## config.mk

```make
export PLATFORM = sky130hd
export DESIGN_NAME = out_unit_nport
export DESIGN_NICKNAME = d
export VERILOG_FILES = /design/src/rtl/out_unit_nport_pkg.sv /design/src/rtl/out_unit_nport_fifo.sv /design/src/rtl/out_unit_nport.sv
export SDC_FILE = /design/constraint.sdc
export NUM_CORES = 1
export LEC_CHECK = 0
export CAP_MARGIN = 5
export CORE_MARGIN = 4
export CORE_UTILIZATION = 45
export DETAILED_ROUTE_END_ITERATION = 8
export PLACE_DENSITY = 0.8
export SETUP_SLACK_MARGIN = 0.05
export SLEW_MARGIN = 20
export SYNTH_ARGS = -nofsm -noshare
export SYNTH_HDL_FRONTEND = slang
export SYNTH_HIERARCHICAL = 1
export SYNTH_SLANG_ARGS = --single-unit
```

## constraint.sdc

```tcl
create_clock -name clk -period 2.8 [get_ports clk]
set_input_delay 0.56 -clock clk [delete_from_list [all_inputs] [get_ports clk]]
set_output_delay 0.56 -clock clk [all_outputs]
set_load 0.02 [all_outputs]
```

## src/rtl/out_unit_nport_pkg.sv

```systemverilog
// Shared definitions for the router output unit: STOP select encoding,
// default parameters and the select/count width helpers.
package out_unit_nport_pkg;

  localparam int DEF_NUM_PORTS  = 5;
  localparam int DEF_DATA_WIDTH = 32;
  localparam int DEF_FIFO_DEPTH = 4;

  // port_sw_id value meaning "no input routed this cycle"
  localparam int SW_STOP = 0;

  function automatic int sel_width(input int num_ports);
    return $clog2(num_ports + 1);
  endfunction

  function automatic int cnt_width(input int depth);
    return $clog2(depth + 1);
  endfunction

endpackage

```

## src/rtl/out_unit_nport_fifo.sv

```systemverilog
// out_fifo: synchronous FIFO buffering flits between the crossbar and the
// output register. full/empty/count come straight from the occupancy register.
module out_fifo
  import out_unit_nport_pkg::*;
#(
  parameter int WIDTH = DEF_DATA_WIDTH,
  parameter int DEPTH = DEF_FIFO_DEPTH
) (
  input  logic                        clk,
  input  logic                        rst_n,
  input  logic                        push,
  input  logic                        pop,
  input  logic [WIDTH-1:0]            wdata,
  output logic [WIDTH-1:0]            rdata,
  output logic [cnt_width(DEPTH)-1:0] count,
  output logic                        full,
  output logic                        empty
);

  localparam int PTR_W = $clog2(DEPTH);
  localparam int CNT_W = cnt_width(DEPTH);

  logic [WIDTH-1:0] mem [DEPTH];
  logic [PTR_W-1:0] wr_ptr;
  logic [PTR_W-1:0] rd_ptr;
  logic             do_push;
  logic             do_pop;

  assign full    = (count == CNT_W'(DEPTH));
  assign empty   = (count == '0);
  assign do_push = push && !full;
  assign do_pop  = pop && !empty;
  assign rdata   = mem[rd_ptr];

  // DEPTH is a power of two, so the pointers wrap by natural overflow
  always_ff @(posedge clk or negedge rst_n) begin
    if (!rst_n) begin
      wr_ptr <= '0;
      rd_ptr <= '0;
      count  <= '0;
    end else begin
      if (do_push) wr_ptr <= wr_ptr + 1'b1;
      if (do_pop)  rd_ptr <= rd_ptr + 1'b1;
      case ({do_push, do_pop})
        2'b10:   count <= count + 1'b1;
        2'b01:   count <= count - 1'b1;
        default: count <= count;
      endcase
    end
  end

  always_ff @(posedge clk) begin
    if (do_push) mem[wr_ptr] <= wdata;
  end

endmodule

```

## src/rtl/out_unit_nport.sv

```systemverilog
// Router output unit: N-input crossbar column, flit FIFO and registered output.
// Optional flit counter output enabled by defining OUT_UNIT_FLIT_CNT_EN.
module out_unit_nport
  import out_unit_nport_pkg::*;
#(
  parameter int NUM_PORTS  = DEF_NUM_PORTS,
  parameter int DATA_WIDTH = DEF_DATA_WIDTH,
  parameter int FIFO_DEPTH = DEF_FIFO_DEPTH
) (
  input  logic                                clk,
  input  logic                                rst_n,
  input  logic                                full,
  input  logic [sel_width(NUM_PORTS)-1:0]     port_sw_id,
  input  logic [NUM_PORTS*DATA_WIDTH-1:0]     data_in,
  output logic [DATA_WIDTH-1:0]               data_out,
  output logic                                data_valid,
  output logic                                buf_full,
  output logic [cnt_width(FIFO_DEPTH)-1:0]    buf_count,
`ifdef OUT_UNIT_FLIT_CNT_EN
  output logic [31:0]                         flit_cnt,
`endif
  output logic                                ovf_err
);

  localparam int SEL_W = sel_width(NUM_PORTS);

  logic [DATA_WIDTH-1:0] xbar_flit;
  logic [DATA_WIDTH-1:0] head_flit;
  logic                  sel_ok;
  logic                  push;
  logic                  pop;
  logic                  fifo_empty;

  // selects above NUM_PORTS behave exactly like STOP
  assign sel_ok = (port_sw_id != SEL_W'(SW_STOP)) && (port_sw_id <= SEL_W'(NUM_PORTS));

  always_comb begin
    xbar_flit = '0;
    for (int i = 0; i < NUM_PORTS; i++) begin
      if (port_sw_id == SEL_W'(i + 1)) xbar_flit = data_in[i*DATA_WIDTH +: DATA_WIDTH];
    end
  end

  assign push = sel_ok && !buf_full;
  assign pop  = !full && !fifo_empty;

  out_fifo #(
    .WIDTH (DATA_WIDTH),
    .DEPTH (FIFO_DEPTH)
  ) u_fifo (
    .clk   (clk),
    .rst_n (rst_n),
    .push  (push),
    .pop   (pop),
    .wdata (xbar_flit),
    .rdata (head_flit),
    .count (buf_count),
    .full  (buf_full),
    .empty (fifo_empty)
  );

  // while downstream is full the output register simply holds its flit
  always_ff @(posedge clk or negedge rst_n) begin
    if (!rst_n) begin
      data_out   <= '0;
      data_valid <= 1'b0;
    end else if (!full) begin
      data_out   <= fifo_empty ? '0 : head_flit;
      data_valid <= !fifo_empty;
    end
  end

  always_ff @(posedge clk or negedge rst_n) begin
    if (!rst_n) begin
      ovf_err <= 1'b0;
    end else if (sel_ok && buf_full) begin
      ovf_err <= 1'b1;
    end
  end

`ifdef OUT_UNIT_FLIT_CNT_EN
  always_ff @(posedge clk or negedge rst_n) begin
    if (!rst_n) begin
      flit_cnt <= '0;
    end else if (pop) begin
      flit_cnt <= flit_cnt + 32'd1;
    end
  end
`endif

endmodule

```

==> flow_summary.toml, run 1 <==
[run_status]
status = "completed"

[cts]
clkLatencyLatePin_ns = 0.42
cts_root_buf = "sky130_fd_sc_hd__clkbuf_16"
tritoncts.num_buffers = 17
htreeDepth = 4
number_of_gates_resized_after_cts = 0
maximum_number_of_buffers_from_clock_root_to_sink = 2
cts_tree = "done"
number_of_setup_buffers_added_after_cts = 0
clock_sink_count = 169
ctsHoldBuffers = 0
clk_pin_slew_worst_paths_ns = 0.06

[layout]
number_of_inserted_diodes = 0
num-nets-final = 911
fillers = 1252
final_layout_size_suffix_gt1_share_pct = 17.3
layout.cells.non_filler = 976
layout_overhead_on_the_synthesized_area_pct = 35.4
layout.area.seq_um2 = 4870
multi_input_logic_area_um2 = 2840

[logic_synthesis]
syn-cell-area_um2 = 8050
synthesis_stage_register_bit_count = 169
post-synth-top-count-cell = "sky130_fd_sc_hd__edfxtp_1"
synth_cells = 535
synth.net_count = 707
yosysTopAreaCellShare_pct = 47.7
count_of_distinct_cell_types_in_the_synthesized_netlist = 37
synth_ff_type = "sky130_fd_sc_hd__edfxtp_1"
syn_avg_cell_area_um2 = 15.1
synth_edf_count = 128
async_reset_ff_share_pct = 24.3
synthesis.yosys.warnings = 6
synth.area.top_cells = "sky130_fd_sc_hd__edfxtp_1 (48%), sky130_fd_sc_hd__dfrtp_1 (13%), sky130_fd_sc_hd__mux4_2 (7.8%), sky130_fd_sc_hd__mux2i_1 (5.0%), sky130_fd_sc_hd__o221ai_2 (3.9%)"
post_synth_most_frequent_cells = "sky130_fd_sc_hd__edfxtp_1 (128), sky130_fd_sc_hd__nand2_1 (82), sky130_fd_sc_hd__dfrtp_1 (41)"
leading_area_contributor_after_synthesis = "sky130_fd_sc_hd__edfxtp_1"
synth_seq_area_share_pct = 60.5

[grt]
grt_use_total_pct = 20.0
grt_pass1_wl_um = 30900
vias_in_the_first_global_route = 5616
grt_max_degree = 97
grt_antenna_before_repair = 0
global_route.overflow_total = 0

[critical_path]
crit_path_top_delay_cell = "sky130_fd_sc_hd__clkdlybuf4s50_1"
depth_of_the_worst_register_to_register_path = 10
cp.required_ns = 2.24
path_buf_inv = 1
path_depth = 2
critical_path_arrival_ns = 2.02
worst-path-max-fanout = 6
critPathTopFamily = "buffers and inverters"
timing.setup.critical_path_class = "reg2out"
crit_path_cell_trace = "nor3b_2 > clkdlybuf4s50_1"
worstSetupStartpointType = "flip-flop"
critPathMaxStageDelay_ns = 0.69
setup.worst_path.end_class = "output port"

[die]
fp-row-count = 48
fp.coreArea_um2 = 17400
dieHeight_um = 142
die_w_um = 142
io_pins = 204
initial_util_pct = 46.2
design.die.area_um2 = 20100

[timing]
timing_max_transition_violations_final = 0
finalSetupTns_ns = 0
worst_slew_margin_rel_pct = 45.7
fmaxAchievable_mhz = 387
setup_viol_count_final = 0
timing.final.hold_violations = 0
worst_clock_skew_ns = 0.0100
period_share_pct = 92.2
unrepaired_setup_endpoints_after_global_routing = "false"
finalCriticalPeriod_ns = 2.58
setup_slack_ns = 0.219
max_slew.worst_pin.slew_ns = 0.814

[power]
fin_total_pwr_uw = 9780
cellPowerDensity_nw_per_um2 = 897
ir_worst_vdd_mv = 0.479
cellLeakagePower_uw = 0.00403

[place]
detailedPlacementHpwl_um = 14300
buffer_ports.inserted = 203
gp_congestion = 0.777
dp.cells = 944
pre_cts_slack_ns = -0.0386

[drt]
via_count = 5235
drtAntennaViolNets = 0
drt-initial-drc-count = 340
drt-pass1-iter-count = 5
detail_route.wl_per_cell_um = 20.4
postRouteWirelength_um = 19900
detail_route.vias_per_cell = 5.36
remaining_drc_errors = 0

[flow_run]
max_cap_viol_count = 0

[hold_path]
holdCritPathClass = "in2async"
per-layer routing:
metal  up-vias  routed length (um)  GRT usage, %  part of all wire, %
li1       2436                   -             -                    -
met1      2584                8360          25.6                   42
met2       199               10300          35.1                   52
met3        16                1000          3.44                  5.0
met4         0                 239          6.06                  1.2
met5         -                   0             0                    0
state kept, by name, indices dropped and copies added (netlist names):
register,count
u_fifo/rd_ptr,2
ovf_err,1
data_valid,1
data_out,32
u_fifo/wr_ptr,2
u_fifo/count,3
u_fifo/mem,128
area by class of cell:
type / count / area share (%)
sequential: 169 / 44.7
timing repair buffer: 226 / 21.1
clock buffer: 19 / 3.97
tap: 225 / 2.58
inverter: 6 / 0.206
clock inverter: 12 / 1.39
multi-input combinational: 319 / 26.1
worst reg2reg max path, delay by kind of cell, from the launching register on:
family | cells | cell delay, ns
DFF | 1 | 0.47
adders and majority gates | 2 | 0.55
xor gates and xnor gates | 2 | 0.31
and+or+nand+nor | 4 | 0.83
buffers and inverters | 2 | 0.15
layout by cell type, fill, tap and decap left out, drive strengths merged, types with 7 or more instances in the layout:
cell type,synthesis,final
nand2,82,82
clkbuf,10,19
nand2b,32,32
mux2i,40,40
buf,31,26
edfxtp,128,128
mux4,32,32
a211o,7,7
inv,6,7
dfrtp,41,41
a21oi,8,8
o221ai,25,25
clkinv,0,7
clkdlybuf4s50,0,200
o21ai,38,38
mux2,26,26
where the power goes:
| group | switching [uW] | leakage [uW] | internal, uW |
|---|---|---|---|
| sequential | 367 | 0.00169 | 3590 |
| combinational | 1740 | 0.00205 | 1780 |
| clock | 909 | 0.000285 | 1400 |
| total | 3010 | 0.00403 | 6770 |
worst paths after layout:
| kind | start | endpoint | slack [ns] |
|---|---|---|---|
| max in group asynchronous | rst_n | data_out[15] | 2.30 |
| hold reg to reg | ovf_err | ovf_err | 0.47 |
| min in group clk | ovf_err | ovf_err | 0.47 |
| hold / removal | rst_n | u_fifo/wr_ptr[1] | 0.03 |
| setup / recovery | u_fifo/count[0] | buf_full | 0.22 |
| setup reg to reg | u_fifo/count[0] | u_fifo/count[2] | 0.42 |
through the flow:
stage / hold slack, ns / util, % / instance area [um2]
after floorplan: 0.264 / - / 8050
after global placement: 0.452 / 59.2 / 10300
after detailed placement: 0.464 / 59.2 / 10300
after CTS: 0.317 / 62.5 / 10900
after global routing: 0.0396 / 62.6 / 10900
final: 0.0337 / 62.6 / 10900
kinds of logic after synthesis:
| kind of cell | Yosys count | synth area share, % |
|---|---|---|
| flip-flops | 169 | 60.5 |
| AND/OR/NAND/NOR | 127 | 7.44 |
| multiplexers | 98 | 17.7 |
| AO/OA/AOI/OAI | 82 | 8.37 |
| buffers and inverters | 47 | 4.29 |
| XOR/XNOR | 6 | 0.653 |
| adder cells (fa/ha/maj) | 6 | 1.03 |
No activity file was read; power rests on OpenSTA's default activity.
==> run 2, diff against run 1 <==
--- a/config.mk
+++ b/config.mk
@@ -9,7 +9,7 @@
 export CORE_MARGIN = 4
 export CORE_UTILIZATION = 45
 export DETAILED_ROUTE_END_ITERATION = 8
-export PLACE_DENSITY = 0.8
+export PLACE_DENSITY = 0.71
 export SETUP_SLACK_MARGIN = 0.05
 export SLEW_MARGIN = 20
 export SYNTH_ARGS = -nofsm -noshare
==> run 2 against run 1 <==
Setup slack gained 0.025 ns. Die area is the same. Routed wire length shrank 6.8%. Register-to-register slack gained 0.09 ns. Total power shrank 0.26%. Fmax grew 0.99%. Count of clock-buffer cells in the layout shrank 2. Final cell count grew 0.51%. Non-clock buffer count grew 4. Via count shrank 2.8%. Clock skew shrank 0.0037 ns. Hold slack gained 0.25 ns.
==> flow_summary.toml, run 2 (synthesis results as in run 1) <==
[drt]
detail_route.vias_per_cell = 5.19
remaining_drc_errors = 0
detail_route.wl_per_cell_um = 18.9
drt-pass1-iter-count = 4
via_count = 5088
postRouteWirelength_um = 18500
drtAntennaViolNets = 0
drt-initial-drc-count = 237

[grt]
vias_in_the_first_global_route = 5422
global_route.overflow_total = 0
grt_pass1_wl_um = 29100
grt_use_total_pct = 18.9
grt_antenna_before_repair = 0
grt_max_degree = 97

[layout]
num-nets-final = 915
largest_register_ffs = 128
layout_commonest_cell = "sky130_fd_sc_hd__clkdlybuf4s50_1"
final_layout_size_suffix_gt1_share_pct = 18.3
fillers = 1266
most-common-layout-cells = "sky130_fd_sc_hd__clkdlybuf4s50_1 (200), sky130_fd_sc_hd__edfxtp_1 (128), sky130_fd_sc_hd__nand2_1 (82)"
post_route_standard_cell_area_excluding_fillers_um2 = 10900
number_of_inserted_diodes = 0
largest-register = "u_fifo/mem"
layout_overhead_on_the_synthesized_area_pct = 35.7
largestRegisters = "u_fifo/mem x128, data_out x32, u_fifo/count x3"

[timing]
setup_slack_ns = 0.245
period_share_pct = 91.3
finalCriticalPeriod_ns = 2.56
max_slew.worst_pin.slew_ns = 0.934
fmaxAchievable_mhz = 391
worst_clock_skew_ns = 0.00631
unrepaired_setup_endpoints_after_global_routing = "false"
timing_max_transition_violations_final = 0
setup_viol_count_final = 0
worst_slew_margin_rel_pct = 37.8
timing.final.hold_violations = 0

[cts]
number_of_setup_buffers_added_after_cts = 0
clk_pin_slew_worst_paths_ns = 0.06
htreeDepth = 4
clock_sink_count = 169
maximum_number_of_buffers_from_clock_root_to_sink = 2
cts_tree = "done"
tritoncts.num_buffers = 17
clkLatencyLatePin_ns = 0.42
cts_root_buf = "sky130_fd_sc_hd__clkbuf_16"
ctsHoldBuffers = 0
number_of_gates_resized_after_cts = 0

[place]
buffer_ports.inserted = 203
place_area_um2 = 10300
gp_congestion = 0.754
pre_cts_slack_ns = -0.0181
detailedPlacementHpwl_um = 13900

[critical_path]
cp.required_ns = 2.24
crit_path_cell_trace = "nor3b_2 > clkdlybuf4s50_1"
critPathMaxStageDelay_ns = 0.69
path_buf_inv = 1
crit_path_top_delay_cell = "sky130_fd_sc_hd__clkdlybuf4s50_1"
critPathTopFamily = "buffers and inverters"
worstSetupStartpointType = "flip-flop"
worst-path-max-fanout = 6
timing.setup.critical_path_class = "reg2out"
critical_path_arrival_ns = 2.00
setup.worst_path.end_class = "output port"

[run_status]
status = "completed"

[power]
cellLeakagePower_uw = 0.00405
ir_worst_vdd_mv = 0.514
cellPowerDensity_nw_per_um2 = 893

[die]
die_w_um = 142
dieHeight_um = 142
design.die.area_um2 = 20100
fp.coreArea_um2 = 17400
initial_util_pct = 46.2
fp-row-count = 48
io_pins = 204

[hold_path]
holdCritPathClass = "in2async"

[flow_run]
max_cap_viol_count = 0
[run 2: changes by cell type in the layout (fill, tap and decap cells not counted), sizes merged]
cell,change
inv,+5
clkinv,-2
buf,+4
clkbuf,-2
[run 2: worst register-to-register path, delay by kind of cell, from the launching register on]
family | cells | cell delay (ns)
and+or+nand+nor | 4 | 0.80
adders and majority gates | 2 | 0.53
DFF | 1 | 0.46
xor gates and xnor gates | 2 | 0.30
buffers and inverters | 2 | 0.14
[run 2: cell type report]
type	count	area (um2)	share of cell area (%)
Sequential cell	169	4870	44.6
Multi-Input combinational cell	319	2840	26.0
Timing Repair Buffer	230	2300	21.0
Clock buffer	17	425	3.89
Tap cell	225	282	2.58
Clock inverter	15	186	1.71
Inverter	6	22.5	0.206
[run 2: final timing paths]
path / endpoint / slack [ns] / startpoint / depth (start not counted)
max in group asynchronous: u_fifo/rd_ptr[0] / 1.88 / rst_n / 1
hold / removal: data_out[25] / 0.28 / rst_n / 1
hold reg to reg: ovf_err / 0.46 / ovf_err / 1
setup / recovery: buf_full / 0.24 / u_fifo/count[0] / 2
min in group clk: ovf_err / 0.46 / ovf_err / 1
setup reg to reg: u_fifo/count[2] / 0.51 / u_fifo/count[0] / 10
[run 2: routing by layer]
metal,vias up,track usage (%),part of all wire (%)
li1,2452,-,-
met1,2451,26.0,44
met2,173,31.2,49
met3,12,4.04,5.4
met4,0,4.24,1.1
met5,-,0,0
[run 2: stage by stage]
step	hold slack [ns]	std cells	util [%]	power, uW	setup TNS (ns)
after floorplan	0.264	535	-	6060	0
after global placement	0.451	949	59.2	7380	0
after detailed placement	0.458	949	59.2	7490	-0.0181
after CTS	0.310	981	62.7	9880	0
after global routing	0.372	981	62.7	10300	0
final	0.280	981	62.7	9760	0
[run 2: power breakdown]
group	total (uW)	internal (uW)	leakage [uW]	switching, uW
Sequential	3930	3590	0.00169	342
Clock	2370	1420	0.000299	951
Combinational	3460	1760	0.00206	1690
==> run 3, diff against run 2 <==
--- a/config.mk
+++ b/config.mk
@@ -7,11 +7,10 @@
 export LEC_CHECK = 0
 export CAP_MARGIN = 5
 export CORE_MARGIN = 4
-export CORE_UTILIZATION = 45
+export CORE_UTILIZATION = 50
 export DETAILED_ROUTE_END_ITERATION = 8
-export PLACE_DENSITY = 0.71
+export PLACE_DENSITY = 0.78
 export SETUP_SLACK_MARGIN = 0.05
-export SLEW_MARGIN = 20
 export SYNTH_ARGS = -nofsm -noshare
 export SYNTH_HDL_FRONTEND = slang
 export SYNTH_HIERARCHICAL = 1
==> run 3 against run 2 <==
Total power decreased by 0.31%. Setup slack gained 0.082 ns. Routed wire length rose by 3.1%. Global-route usage up 3.0 points. Count of clock-buffer cells in the layout rose by 2. First-iteration DRC count rose by 50%. Register-to-register slack better by 0.08 ns. Via count is 2.6% higher. Fmax is 3.3% higher. Final area is 0.42% lower. Clock skew about the same. Critical endpoint unchanged.
==> flow_summary.toml, run 3 (synthesis results as in run 1) <==
[critical_path]
worst-path-max-fanout = 6
critical_path_arrival_ns = 1.91
critPathTopFamily = "buffers and inverters"
worst_setup_startpoint = "u_fifo/count[0]"
critPathMaxStageDelay_ns = 0.68
setup.worst_path.end_class = "output port"
worstSetupStartpointType = "flip-flop"
regToRegSetupSlack_ns = 0.59
path_buf_inv = 1
crit_path_cell_trace = "nor3b_2 > clkdlybuf4s50_1"
critical_path.reg2reg.startpoint = "u_fifo/count[0]"
crit_path_top_delay_cell = "sky130_fd_sc_hd__clkdlybuf4s50_1"
timing.setup.critical_path_class = "reg2out"
timing.rr.end = "u_fifo/count[2]"
depth_of_the_worst_register_to_register_path = 9
cp.required_ns = 2.24

[flow_run]
max_cap_viol_count = 0

[cts]
cts_root_buf = "sky130_fd_sc_hd__clkbuf_16"
ctsHoldBuffers = 0
clk_pin_slew_worst_paths_ns = 0.06
number_of_setup_buffers_added_after_cts = 0
maximum_number_of_buffers_from_clock_root_to_sink = 2
number_of_gates_resized_after_cts = 0
tritoncts.num_buffers = 17
clkLatencyLatePin_ns = 0.42
cts_tree = "done"
clock_sink_count = 169
htreeDepth = 4

[layout]
most-common-layout-cells = "sky130_fd_sc_hd__clkdlybuf4s50_1 (200), sky130_fd_sc_hd__edfxtp_1 (128), sky130_fd_sc_hd__nand2_1 (82)"
largest-register = "u_fifo/mem"
number_of_inserted_diodes = 0
final_layout_size_suffix_gt1_share_pct = 17.3
largestRegisters = "u_fifo/mem x128, data_out x32, u_fifo/count x3"
layout_commonest_cell = "sky130_fd_sc_hd__clkdlybuf4s50_1"
layout_overhead_on_the_synthesized_area_pct = 35.1
largest_register_ffs = 128
utilization_pct = 68.7
num-nets-final = 912

[drt]
postRouteWirelength_um = 19100
detail_route.wl_per_cell_um = 19.7
remaining_drc_errors = 0
detail_route.vias_per_cell = 5.39
via_count = 5222
drt-pass1-iter-count = 6
drtAntennaViolNets = 0
drt-initial-drc-count = 355

[timing]
setup_slack_ns = 0.327
timing.final.hold_violations = 0
hold-worst-slack_ns = 0.284
period_share_pct = 88.3
timing_max_transition_violations_final = 0
finalCriticalPeriod_ns = 2.47
worst_slew_margin_rel_pct = 37.2
unrepaired_setup_endpoints_after_global_routing = "false"
worst_clock_skew_ns = 0.00628
fmaxAchievable_mhz = 404
setup_viol_count_final = 0
max_slew.worst_pin.slew_ns = 0.943

[grt]
grt_use_total_pct = 21.9
grt_antenna_before_repair = 0
vias_in_the_first_global_route = 5540
grt_max_degree = 97
global_route.overflow_total = 0
grt_pass1_wl_um = 30200

[die]
io_pins = 204
dieHeight_um = 135
fp-row-count = 46
initial_util_pct = 50.9
design.die.area_um2 = 18200
die_w_um = 135
fp.coreArea_um2 = 15800

[power]
ir_worst_vdd_mv = 0.460
cellPowerDensity_nw_per_um2 = 894
net-switching-power_uw = 3020
power.share.switching_pct = 31.0
combPwrFrac_pct = 36.4
power_report.internal_total_uw = 6710
cellLeakagePower_uw = 0.00402
clockPowerShare_pct = 22.8
power.sequential.fraction_pct = 40.9

[place]
gp_congestion = 0.807
detailedPlacementHpwl_um = 13700
pre_cts_slack_ns = -0.0214
buffer_ports.inserted = 203

[run_status]
status = "completed"

[hold_path]
holdCritPathClass = "in2async"
run 3: changes by cell type in the layout (fill, tap and decap cells not counted), sizes merged:
cell    change
buf         -3
bufinv      -1
clkbuf      +2
clkinv      +4
inv         -5
run 3: area by class of cell:
cell class,count,area [um2]
timing repair buffer,227,2310
tap,216,270
clock buffer,19,433
fill,1080,4950
inverter,6,22.5
multi-input combinational,319,2840
clock inverter,13,129
sequential,169,4870
run 3: how the worst max path moves through the flow:
stage,to,depth (start not counted)
2_1_floorplan,u_fifo/mem[0][0],7
3_3_place_gp,u_fifo/count[2],12
3_5_place_dp,u_fifo/count[2],12
4_1_cts,buf_full,2
5_1_grt,buf_full,2
6_report,buf_full,2
run 3: worst register-to-register path, delay by kind of cell (launching register included):
family                   cells  cell delay (ns)
XOR/XNOR                     2             0.30
AO/OA/AOI/OAI                1             0.27
buffers and inverters        1             0.06
AND/OR/NAND/NOR              3             0.44
flip-flops                   1             0.50
adder cells (fa/ha/maj)      2             0.56
run 3: stage by stage:
| step | area [um2] | total power [uW] | setup TNS, ns | cells |
|---|---|---|---|---|
| floorplan | 8050 | 6060 | 0 | 535 |
| global placement | 10300 | 7420 | 0 | 937 |
| detailed placement | 10300 | 7580 | -0.0214 | 937 |
| CTS | 10900 | 9830 | 0 | 969 |
| global route | 10900 | 10300 | 0 | 969 |
| finish | 10900 | 9730 | 0 | 969 |
run 3: layer usage:
| layer | part of all wire [%] | track usage [%] | wire length [um] |
|---|---|---|---|
| met1 | 43 | 30.3 | 8270 |
| met2 | 49 | 35.7 | 9390 |
| met3 | 6.2 | 4.66 | 1190 |
| met4 | 1.4 | 5.83 | 270 |
| met5 | 0 | 0 | 0 |
run 3: power groups by stage:
stage	logic, uW	registers [uW]	clock network [uW]
after floorplan	1880	4170	0
after global placement	3470	3950	0
after detailed placement	3560	4020	0
after CTS	3590	3990	2250
after global routing	3810	4070	2390
final	3540	3980	2210
